===== config.mk =====
export PLATFORM = sky130hd
export DESIGN_NAME = id_ex_pipe_reg
export DESIGN_NICKNAME = d
export VERILOG_FILES = /design/src/rtl/id_ex_pipe_reg.sv
export SDC_FILE = /design/constraint.sdc
export NUM_CORES = 1
export LEC_CHECK = 0
export CAP_MARGIN = 30
export CELL_PAD_IN_SITES_DETAIL_PLACEMENT = 0
export CELL_PAD_IN_SITES_GLOBAL_PLACEMENT = 2
export CORE_MARGIN = 1
export CORE_UTILIZATION = 22
export DETAILED_ROUTE_END_ITERATION = 8
export PLACE_DENSITY_LB_ADDON = 0.1
export SLEW_MARGIN = 20
export SYNTH_ARGS = -nofsm -noshare
export SYNTH_HDL_FRONTEND = slang
export SYNTH_SLANG_ARGS = --single-unit
export TNS_END_PERCENT = 30

===== constraint.sdc =====
create_clock -name clk -period 0.8 [get_ports clk]
set_clock_uncertainty 0.2 [all_clocks]
set_input_delay 0.12 -clock clk [delete_from_list [all_inputs] [get_ports clk]]
set_output_delay 0.12 -clock clk [all_outputs]
set_load 0.03 [all_outputs]

===== src/rtl/id_ex_pipe_reg.sv =====
`default_nettype none
// ============================================================================
//  Module   : id_ex_pipe_reg
//  Purpose  : ID/EX pipeline register of the pipelined MIPS core. Latches the
//             packed 39-bit decoder control word plus PC/operands/immediate,
//             presents the control fields unpacked to EX, detects load-use
//             hazards (one bubble + decode stall), honours ex_stall and flush.
//  Config   : ID_EX_HAZARD_EN - when defined, builds load-use detection,
//             hazard bubbles and the saturating bubble counter. When not
//             defined, hz is tied low, id_stall = ex_stall, bubble_cnt = 0.
//  Ports    : clk, rst_n (async, active-low)
//             id_ctrl[38:0], id_valid, id_pc/id_a/id_b/id_imm [DATA_W-1:0]
//             ex_stall, flush                 - pipeline control in
//             id_stall                        - combinational decode hold
//             ex_valid, ex_<field>, ex_pc/a/b/imm - registered EX slot
//             bubble_cnt[CNT_W-1:0]           - saturating hazard bubble count
//  Revision : 1.0 - initial release
// ============================================================================
module id_ex_pipe_reg #(
  parameter int DATA_W = 32,
  parameter int CNT_W  = 16
) (
  input  logic              clk,
  input  logic              rst_n,
  input  logic [38:0]       id_ctrl,
  input  logic              id_valid,
  input  logic [DATA_W-1:0] id_pc,
  input  logic [DATA_W-1:0] id_a,
  input  logic [DATA_W-1:0] id_b,
  input  logic [DATA_W-1:0] id_imm,
  input  logic              ex_stall,
  input  logic              flush,
  output logic              id_stall,
  output logic              ex_valid,
  output logic [3:0]        ex_af,
  output logic              ex_i,
  output logic              ex_alu_mux_sel,
  output logic [2:0]        ex_shift_type,
  output logic [4:0]        ex_cad,
  output logic              ex_gp_we,
  output logic [1:0]        ex_gp_mux_sel,
  output logic [3:0]        ex_bf,
  output logic [1:0]        ex_pc_mux_select,
  output logic              ex_mem_wren,
  output logic [4:0]        ex_rd,
  output logic [4:0]        ex_rs,
  output logic [4:0]        ex_rt,
  output logic [DATA_W-1:0] ex_pc,
  output logic [DATA_W-1:0] ex_a,
  output logic [DATA_W-1:0] ex_b,
  output logic [DATA_W-1:0] ex_imm,
  output logic [CNT_W-1:0]  bubble_cnt
);

  localparam logic [1:0] c_GP_MUX_LOAD = 2'b01;

  logic              r_valid;
  logic [38:0]       r_ctrl;
  logic [DATA_W-1:0] r_pc;
  logic [DATA_W-1:0] r_a;
  logic [DATA_W-1:0] r_b;
  logic [DATA_W-1:0] r_imm;
  logic              w_hz;

`ifdef ID_EX_HAZARD_EN
  logic [CNT_W-1:0]  r_cnt;

  // EX holds a valid load writing a non-zero register that the decode-stage
  // instruction reads through rs or rt.
  assign w_hz = r_valid & r_ctrl[24] & (r_ctrl[23:22] == c_GP_MUX_LOAD)
              & (r_ctrl[29:25] != 5'd0) & id_valid
              & ((r_ctrl[29:25] == id_ctrl[9:5]) | (r_ctrl[29:25] == id_ctrl[4:0]));

  // Counts only when the hazard bubble is actually loaded (not on flush or
  // stall cycles), saturating at all-ones.
  always_ff @(posedge clk or negedge rst_n) begin
    if (!rst_n) begin
      r_cnt <= '0;
    end else if (!flush && !ex_stall && w_hz && (r_cnt != {CNT_W{1'b1}})) begin
      r_cnt <= r_cnt + 1'b1;
    end
  end

  assign bubble_cnt = r_cnt;
`else
  assign w_hz       = 1'b0;
  assign bubble_cnt = '0;
`endif

  // A hazard stall is pointless when the decode instruction is being killed.
  assign id_stall = ex_stall | (w_hz & ~flush);

  // A bubble zeroes the whole slot, so it carries no side effects at all.
  always_ff @(posedge clk or negedge rst_n) begin
    if (!rst_n) begin
      r_valid <= 1'b0;
      r_ctrl  <= '0;
      r_pc    <= '0;
      r_a     <= '0;
      r_b     <= '0;
      r_imm   <= '0;
    end else if (flush || (!ex_stall && w_hz)) begin
      r_valid <= 1'b0;
      r_ctrl  <= '0;
      r_pc    <= '0;
      r_a     <= '0;
      r_b     <= '0;
      r_imm   <= '0;
    end else if (!ex_stall) begin
      r_valid <= id_valid;
      r_ctrl  <= id_ctrl;
      r_pc    <= id_pc;
      r_a     <= id_a;
      r_b     <= id_b;
      r_imm   <= id_imm;
    end
  end

  assign ex_valid         = r_valid;
  assign ex_af            = r_ctrl[38:35];
  assign ex_i             = r_ctrl[34];
  assign ex_alu_mux_sel   = r_ctrl[33];
  assign ex_shift_type    = r_ctrl[32:30];
  assign ex_cad           = r_ctrl[29:25];
  assign ex_gp_we         = r_ctrl[24];
  assign ex_gp_mux_sel    = r_ctrl[23:22];
  assign ex_bf            = r_ctrl[21:18];
  assign ex_pc_mux_select = r_ctrl[17:16];
  assign ex_mem_wren      = r_ctrl[15];
  assign ex_rd            = r_ctrl[14:10];
  assign ex_rs            = r_ctrl[9:5];
  assign ex_rt            = r_ctrl[4:0];
  assign ex_pc            = r_pc;
  assign ex_a             = r_a;
  assign ex_b             = r_b;
  assign ex_imm           = r_imm;

endmodule
`default_nettype wire


==> results.yml, run 1 <==
timing:
  finalSetupViolations: 337
  grt_setup_unrepaired: "true"
  layout_min_cycle_time_ps: 1310
  slew_violations: 0
  whs_ps: -637
  timing.fmax_mhz: 761
  fin_setup_tns_ps: -102750
  finalWorstSetupSlack_ps: -513
  finalHoldViolCount: 244
  period_share: 1.64
synth:
  synth_cell_types: 9
  async_flop_share: 1.00
  yosys-top-cells-count: "dfrtp_1, mux2i_1, nor2_1"
  synth_top_cell_by_area: "dfrtp_1"
  synth_edf_count: 0
  netlist_area_um2: 6980
  synth.area.top_cells: "dfrtp_1, mux2i_1, nor2_1"
  yosysWarnings: 0
  netlist.area_leader.share: 0.602
  synthFlopType: "dfrtp_1"
  syn_area_per_cell_um2: 12.5
  seq_area_frac_synth: 0.602
  syn-instance-count: 560
  ys_ff_latch: 168
grt:
  grt_pass1_wl_um: 33800
  grt_overflow_total: 0
  grt_max_degree: 30
  grt_pass1_vias: 5953
  track_usage: 0.135
  antenna_found_initial: 1
clock_tree:
  htree_levels: 4
  cts-root-buf: "clkbuf_16"
  cts.path.max_buffers: 2
  numCtsBuffers: 17
  clk_pin_slew_ps: 70
  cts_tree: "yes"
  clkSinkCount: 168
  clock_latency_ps: 430
outcome:
  status: "finished, violations left"
  violations: "hold timing, setup timing"
setup_path:
  slowest_stage: "dfrtp_1"
  path_class: "register to primary output"
  critical_path_buf_inv_count: 1
  cp.arrival_ps: 990
  start_kind: "register"
  cp-end-kind: "primary output"
  path_delay_family: "flip-flops"
  critPathRequiredTime_ps: 480
  crit_fanout: 2
  crit_path_cell_trace: "buf_6"
  critPathMaxStageDelay_ps: 410
power:
  p_per_area_nw_per_um2: 1830
  seqPwrFrac: 0.420
  p_switching_w: 0.00658
  pwr-share-clk: 0.359
  p_total_w: 0.0222
  vdd_drop_max_uv: 1160
  switching_share: 0.296
  p_int_w: 0.0157
  cellLeakagePower_nw: 6.07
  p_comb_frac: 0.221
finish:
  drive_gt1_frac: 0.289
  fin_cells: 1365
  diodes: 0
  nFillCells: 2985
  syn_to_final_growth_pct: 74.2
  final_nets: 1129
floorplan:
  die_area_um2: 32400
  rows: 64
  core_area_um2: 30900
  initial_utilization: 0.226
  die_w_um: 180
  io_pins: 357
  die-height_um: 180
routing:
  dr.pass1.iters: 4
  first_iter_violations: 120
  final_antenna_net_count: 0
  dr_total_vias: 5557
  avgRoutedWirePerCell_um: 16.3
  routed_wl_um: 22200
  post-route-drc-count: 0
  vias_per_cell: 4.07
min_path:
  worstHoldPathType: "input port to async pin"
place:
  place_congestion: 0.749
  io_buffer_count: 340
  hpwl_um: 17000
  dp_cells: 1303
job:
  drv_cap: 0
-- logic make-up (layout without fill, tap and decap cells) --
kind of cell / count (synthesis) / in the layout / share of synthesized area
muxes: 168 / 168 / 0.241
other: 1 / 16 / 0.000537
buffers and inverters: 55 / 449 / 0.0658
DFF: 168 / 168 / 0.602
and+or+nand+nor: 168 / 168 / 0.0904
-- what timing repair did --
action,in CTS,in global routing
endpoints found under the hold margin,272,234
pin swaps,0,12
resized for setup,135,29
endpoints found under the setup margin,337,337
buffers inserted,10,21
-- layout make-up --
class	count	area [um^2]	share of cell area
repair buffers	418	4530	0.373
flip-flops and latches	168	4200	0.346
multi-input cells	352	2370	0.195
well taps	396	495	0.0408
clock buffers	19	443	0.0364
clock inverters	12	113	0.00926
-- cell usage in the layout, fill, tap and decap left out --
cell type / n
inv_6: 3
buf_16: 1
inv_8: 3
clkinv_4: 6
clkbuf_8: 1
buf_6: 163
dfrtp_1: 168
clkdlybuf4s50_1: 168
clkbuf_1: 1
nor2_1: 168
buf_12: 27
conb_1: 16
mux2i_1: 168
buf_4: 59
clkbuf_16: 17
-- per-stage QoR --
step	hold WS, ps	cell area, um^2	setup WS, ps	util
2_1_floorplan	-376	7050	-250	-
3_3_place_gp	-185	10700	-415	0.348
3_5_place_dp	-182	10700	-456	0.348
4_1_cts	-652	11900	-547	0.385
5_1_grt	-657	12200	-565	0.393
6_report	-637	12200	-513	0.393
-- metal layers --
layer  up-vias  wire length [um]  global-route usage
met3        19              1420              0.0422
li1       2603                 -                   -
met4         0               312              0.0386
met2       192             11600               0.243
met1      2743              8860               0.153
met5         -                 0                   0
-- power groups by stage --
stage                     registers [W]  clock network (W)  logic (W)
after CTS                       0.00933            0.00834    0.00487
after floorplan                  0.0103                  0    0.00129
final                           0.00934            0.00799    0.00492
after detailed placement        0.00942                  0    0.00457
after global placement          0.00941                  0    0.00452
after global routing            0.00940            0.00866    0.00521
-- path summary, 6_finish.rpt --
| path | slack, ps | from | end | depth (start not counted) |
|---|---|---|---|---|
| max | -510 | ex_b[30] | ex_b[30] | 1 |
| min | -640 | rst_n | ex_pc[23] | 1 |
| max reg2reg | -350 | ex_a[26] | ex_a[26] | 4 |
| min reg2reg | 330 | ex_b[17] | ex_b[17] | 2 |
| max in group asynchronous | 560 | rst_n | ex_a[3] | 2 |
| min in group clk | -120 | ex_stall | ex_imm[4] | 3 |
-- sequential cells by signal, indices dropped and copies added (netlist names) --
name,count
ex_b,32
r_ctrl,39
ex_a,32
ex_imm,32
ex_pc,32
ex_valid,1
Note: power is estimated with default switching activity, not from simulation.
==> run 2: changes to the inputs <==
--- a/config.mk
+++ b/config.mk
@@ -9,8 +9,9 @@
 export CELL_PAD_IN_SITES_DETAIL_PLACEMENT = 0
 export CELL_PAD_IN_SITES_GLOBAL_PLACEMENT = 2
 export CORE_MARGIN = 1
-export CORE_UTILIZATION = 22
+export CORE_UTILIZATION = 34
 export DETAILED_ROUTE_END_ITERATION = 8
+export DONT_BUFFER_PORTS = 1
 export PLACE_DENSITY_LB_ADDON = 0.1
 export SLEW_MARGIN = 20
 export SYNTH_ARGS = -nofsm -noshare
==> run 2 against run 1 <==
Compared with the run above: the run still ends with hold timing, setup timing left; non-clock buffer count is 205 lower; sequential power about the same; via count shrank 15%; register-to-register slack barely moved; largest cell class is now sequential cells; utilization increased by 8.8 points; sequential share of layout area grew 8.7 points; setup slack better by 13 ps; die area shrank 35%; total power decreased by 7.3%; routed wire length fell by 17%; clock power increased by 2%.
==> results.yml, run 2 (synthesis results as in run 1) <==
setup_path:
  slowest_stage: "dfrtp_1"
  path_delay_family: "flip-flops"
  critical_path_buf_inv_count: 1
  critPathMaxStageDelay_ps: 410
  r2r_cells: 4
  crit_cells: 1
  timing.rr.end: "ex_imm[14]"
  critPathLaunch: "ex_pc[13]"
  worstReg2RegStart: "ex_imm[14]"
  cp-end-kind: "primary output"
  crit_path_cell_trace: "buf_6"
  cp.arrival_ps: 980
  endpoint: "ex_pc[13]"
  rrSetupSlack_ps: -360
  crit_fanout: 2
  start_kind: "register"
  critPathRequiredTime_ps: 480
  path_class: "register to primary output"
floorplan:
  die_area_um2: 21100
  rows: 52
  die_w_um: 145
  die-height_um: 145
  core_area_um2: 20200
  initial_utilization: 0.346
  io_pins: 357
finish:
  final_nets: 924
  drive_gt1_frac: 0.320
  multi_input_area_um2: 2380
  largest-register: "r_ctrl"
  largest_reg_flops: 39
  syn_to_final_growth_pct: 39.1
  nFillCells: 1826
  register_area_um2: 4200
  mostFrequentLayoutCells: "nor2_1, dfrtp_1, mux2i_1"
grt:
  grt_overflow_total: 0
  grt_max_degree: 170
  grt_pass1_wl_um: 27900
  antenna_found_initial: 1
  track_usage: 0.174
  grt_pass1_vias: 4855
timing:
  fin_setup_tns_ps: -101450
  slew_violations: 0
  layout_min_cycle_time_ps: 1300
  whs_ps: -809
  period_share: 1.63
  finalHoldViolCount: 336
  timing.fmax_mhz: 769
  finalSetupViolations: 336
  finalWorstSetupSlack_ps: -500
  grt_setup_unrepaired: "true"
routing:
  first_iter_violations: 169
  post-route-drc-count: 0
  vias_per_cell: 4.57
  dr.pass1.iters: 4
  avgRoutedWirePerCell_um: 17.8
  dr_total_vias: 4738
  final_antenna_net_count: 0
  routed_wl_um: 18500
clock_tree:
  clk_pin_slew_ps: 70
  numCtsBuffers: 17
  clkSinkCount: 168
  cts_tree: "yes"
  cts-root-buf: "clkbuf_16"
  htree_levels: 4
  cts.path.max_buffers: 2
  clock_latency_ps: 410
power:
  cellLeakagePower_nw: 5.11
  p_total_w: 0.0206
  p_per_area_nw_per_um2: 2120
  vdd_drop_max_uv: 1350
min_path:
  worstHoldPathType: "input port to async pin"
place:
  io_buffer_count: 0
  place_congestion: 0.769
  hpwl_um: 11800
outcome:
  violations: "hold timing, setup timing"
  status: "finished, violations left"
job:
  drv_cap: 0
==> run 2: cell types whose count changed in the layout (fill, tap and decap cells not counted) <==
cell	delta
mux2i_2	+1
buf_4	-8
inv_8	-3
bufinv_16	+1
diode_2	+1
clkdlybuf4s50_1	-168
buf_12	-27
clkbuf_8	+2
buf_6	-1
clkinvlp_4	+5
buf_16	-1
clkinv_4	-5
mux2i_1	-1
inv_6	+1
==> run 2: metrics by stage <==
stage / util / worst slack, ps / instances / instance area [um^2]
after floorplan: - / -250 / 575 / 7050
after global placement: 0.405 / -93.8 / 958 / 8180
after detailed placement: 0.405 / -121 / 958 / 8180
after CTS: 0.462 / -533 / 1004 / 9320
after global routing: 0.481 / -547 / 1035 / 9710
final: 0.481 / -500 / 1036 / 9710
==> run 2: final cells by class <==
class,instances,area share
antenna,1,0.000258
timing repair buffer,213,0.227
tap,270,0.0348
multi-input combinational,352,0.245
clock buffer,21,0.0485
sequential,168,0.433
clock inverter,11,0.0115
==> run 2: layer usage <==
layer	share of wire	vias to the layer above	global-route usage
li1	-	2191	-
met1	0.38	2303	0.198
met2	0.51	215	0.292
met3	0.083	29	0.0657
met4	0.024	0	0.0732
met5	0	-	0
==> run 2: worst min-delay path by stage <==
| stage | startpoint | to | slack [ps] | cells after the start |
|---|---|---|---|---|
| 2_1_floorplan | rst_n | ex_a[0] | -380 | 0 |
| 3_3_place_gp | rst_n | ex_a[28] | -370 | 0 |
| 3_5_place_dp | rst_n | ex_a[28] | -370 | 0 |
| 4_1_cts | rst_n | ex_a[28] | -840 | 0 |
| 5_1_grt | rst_n | ex_a[28] | -850 | 0 |
| 6_report | rst_n | ex_a[28] | -810 | 0 |
==> run 2: power by group <==
| group | internal [W] | total, W | switching (W) |
|---|---|---|---|
| registers | 0.00897 | 0.00933 | 0.000354 |
| clock network | 0.00458 | 0.00811 | 0.00353 |
| logic | 0.00152 | 0.00317 | 0.00165 |
==> run 2: what timing repair did <==
| action | CTS | global route |
|---|---|---|
| endpoints found under the setup margin | 336 | 336 |
| gates resized for setup | 122 | 41 |
| pin swaps | 0 | 12 |
| hold endpoints to repair | 336 | 336 |
| buffers inserted | 14 | 31 |
==> patch, RTL diff (settings of run 2) <==
Change the parameter `DATA_W` from 32 to 36.
--- a/src/rtl/id_ex_pipe_reg.sv
+++ b/src/rtl/id_ex_pipe_reg.sv
@@ -17,7 +17,7 @@
 //  Revision : 1.0 - initial release
 // ============================================================================
 module id_ex_pipe_reg #(
-  parameter int DATA_W = 32,
+  parameter int DATA_W = 36,
   parameter int CNT_W  = 16
 ) (
   input  logic              clk,
Interface: changed (8 resized); port bits go from 357 to 389. No check against the original RTL was run, so the function may have changed too.
==> patch against run 2 <==
The flow finishes with violations (design-rule violations, negative hold slack, negative setup slack). Final cell count grew 7.6%. Sequential cell count up 16. Via count rose by 9.5%. Setup slack lost 0.0031 ns. Power rose by 10%. Area after synthesis increased by 9.6%. Cell area increased by 9.4%. Routed wire length grew 7.9%.
==> patch: results (changes against run 2) <==
Parameter                              Value

GRT
  Number of antenna violations at the first check in global routing    0 (-1)
  First-pass GRT wire length    30.91 mm (+11%)
  Global-route usage over all layers    17.31% (-0.072 points)
  Maximum number of pins on one net before global-route repair    186 (+9.4%)
  Via count of the first global-routing pass    5340 (+10%)

Cells and area
  Layout Nets    1010 (+9.3%)
  Final antenna diode count    0 (-1)
  Fillers    1984 (+8.7%)
  Final standard cell utilization of the core    48.35% (+0.21 points)
  Final instance count without filler cells    1115 (+7.6%)

Detailed routing
  DRC Markers    52 (+52)
  Initial DRC count    310 (+83%)
  Vias per std cell    4.651 (+1.7%)
  Routed length per instance    17.87 um (+0.28%)
  Detailed-routing iteration count for the pre-antenna-repair pass    6 (+2)

Logic synthesis
  Leading cell types by total area after synthesis    sky130_fd_sc_hd__dfrtp_1 60%, sky130_fd_sc_hd__mux2i_1 24%, sky130_fd_sc_hd__nor2_1 9.0%
  Portion of the post-synthesis area used by sequential elements    60.20% (about the same)
  Most instantiated cells after synthesis    184 x sky130_fd_sc_hd__dfrtp_1, 184 x sky130_fd_sc_hd__mux2i_1, 184 x sky130_fd_sc_hd__nor2_1, 20 x sky130_fd_sc_hd__buf_4, 18 x sky130_fd_sc_hd__clkbuf_1
  Area share of the leading cell type in the synthesized netlist    60.20% (about the same)

Worst setup path
  Critical Path Start    ex_pc[8]$_DFFE_PN0P_
  Worst reg2reg startpoint    r_ctrl[10]$_DFFE_PN0P_

Timing
  Slack of the critical path    -0.5034 ns (-0.003068 ns)
  Count of endpoints failing hold in the final timing report    368 (+9.5%)
  Final Setup Violations    368 (+9.5%)
  Min Hold Slack    -0.8197 ns (-0.01047 ns)

Placed design
  Placement Cell Area    0.008929 mm2 (+9.2%)
  Final estimated routing congestion in global placement    0.7557 (-1.8%)
  Total half-perimeter wirelength after legalization and detailed placement    12.89 mm (+8.9%)

Run status
  Violations in the final reports    design-rule violations, negative hold slack, negative setup slack
  Outcome    finished, violations left

Pwr
  Maximum ir drop on the vdd rail    0.001214 V (-9.9%)
  Standby leakage power    5.603 nW (+9.7%)

Clock tree
  Level count of the clock H-tree    4 (unchanged)
  Worst-Skew Late Latency    0.43 ns (+0.02 ns)
patch: per-stage QoR:
step / hold slack, ns / setup slack [ns] / setup TNS [ns]
after floorplan: -0.3756 / -0.2556 / -45.46
after global placement: -0.3711 / -0.08641 / -18.88
after detailed placement: -0.3712 / -0.1214 / -22.16
after CTS: -0.8441 / -0.5332 / -113.53
after global routing: -0.8530 / -0.5534 / -127.97
final: -0.8197 / -0.5034 / -113.81
patch: logic make-up (layout without fill, tap and decap cells):
logic type,after synthesis,count (layout),synth area share [%]
muxes,184,184,24.08
and+or+nand+nor,184,184,9.030
DFF,184,184,60.20
other,1,16,0.04903
buffers and inverters,58,267,6.641
patch: worst paths after layout:
check / slack [ns] / end
worst max-delay path: -0.50 / ex_pc[8]
worst min-delay path: -0.82 / ex_b[27]$_DFFE_PN0P_
worst max register to register: -0.35 / r_ctrl[10]$_DFFE_PN0P_
worst min register to register: 0.32 / ex_pc[26]$_DFFE_PN0P_
max in group asynchronous: 0.68 / ex_b[32]$_DFFE_PN0P_
min in group clk: -0.43 / r_ctrl[35]$_DFFE_PN0P_
patch: what timing repair did:
action	CTS	global route
pin swaps	0	13
setup buffers	15	36
hold endpoints to repair	368	368
gates resized for setup	131	51
setup endpoints to repair	368	368
patch: report_power, final:
part / leakage (nW) / total (W) / switching, W / internal, W
logic: 2.87 / 0.00349 / 0.00180 / 0.00169
clock network: 0.292 / 0.00900 / 0.00372 / 0.00529
registers: 2.44 / 0.0102 / 0.000385 / 0.00982
patch: area by class of cell:
type                            count  area share, %
Tap cell                          280          3.300
Multi-Input combinational cell    384          24.42
Sequential cell                   184          43.37
Clock inverter                     12          1.756
Timing Repair Buffer              235          23.05
Clock buffer                       20          4.113
patch: layer usage:
metal,up-vias,track usage (%),share of wire (%)
li1,2396,-,-
met1,2520,19.40,38
met2,237,29.41,51
met3,33,6.560,9.2
met4,0,7.532,2.5
met5,-,0,0
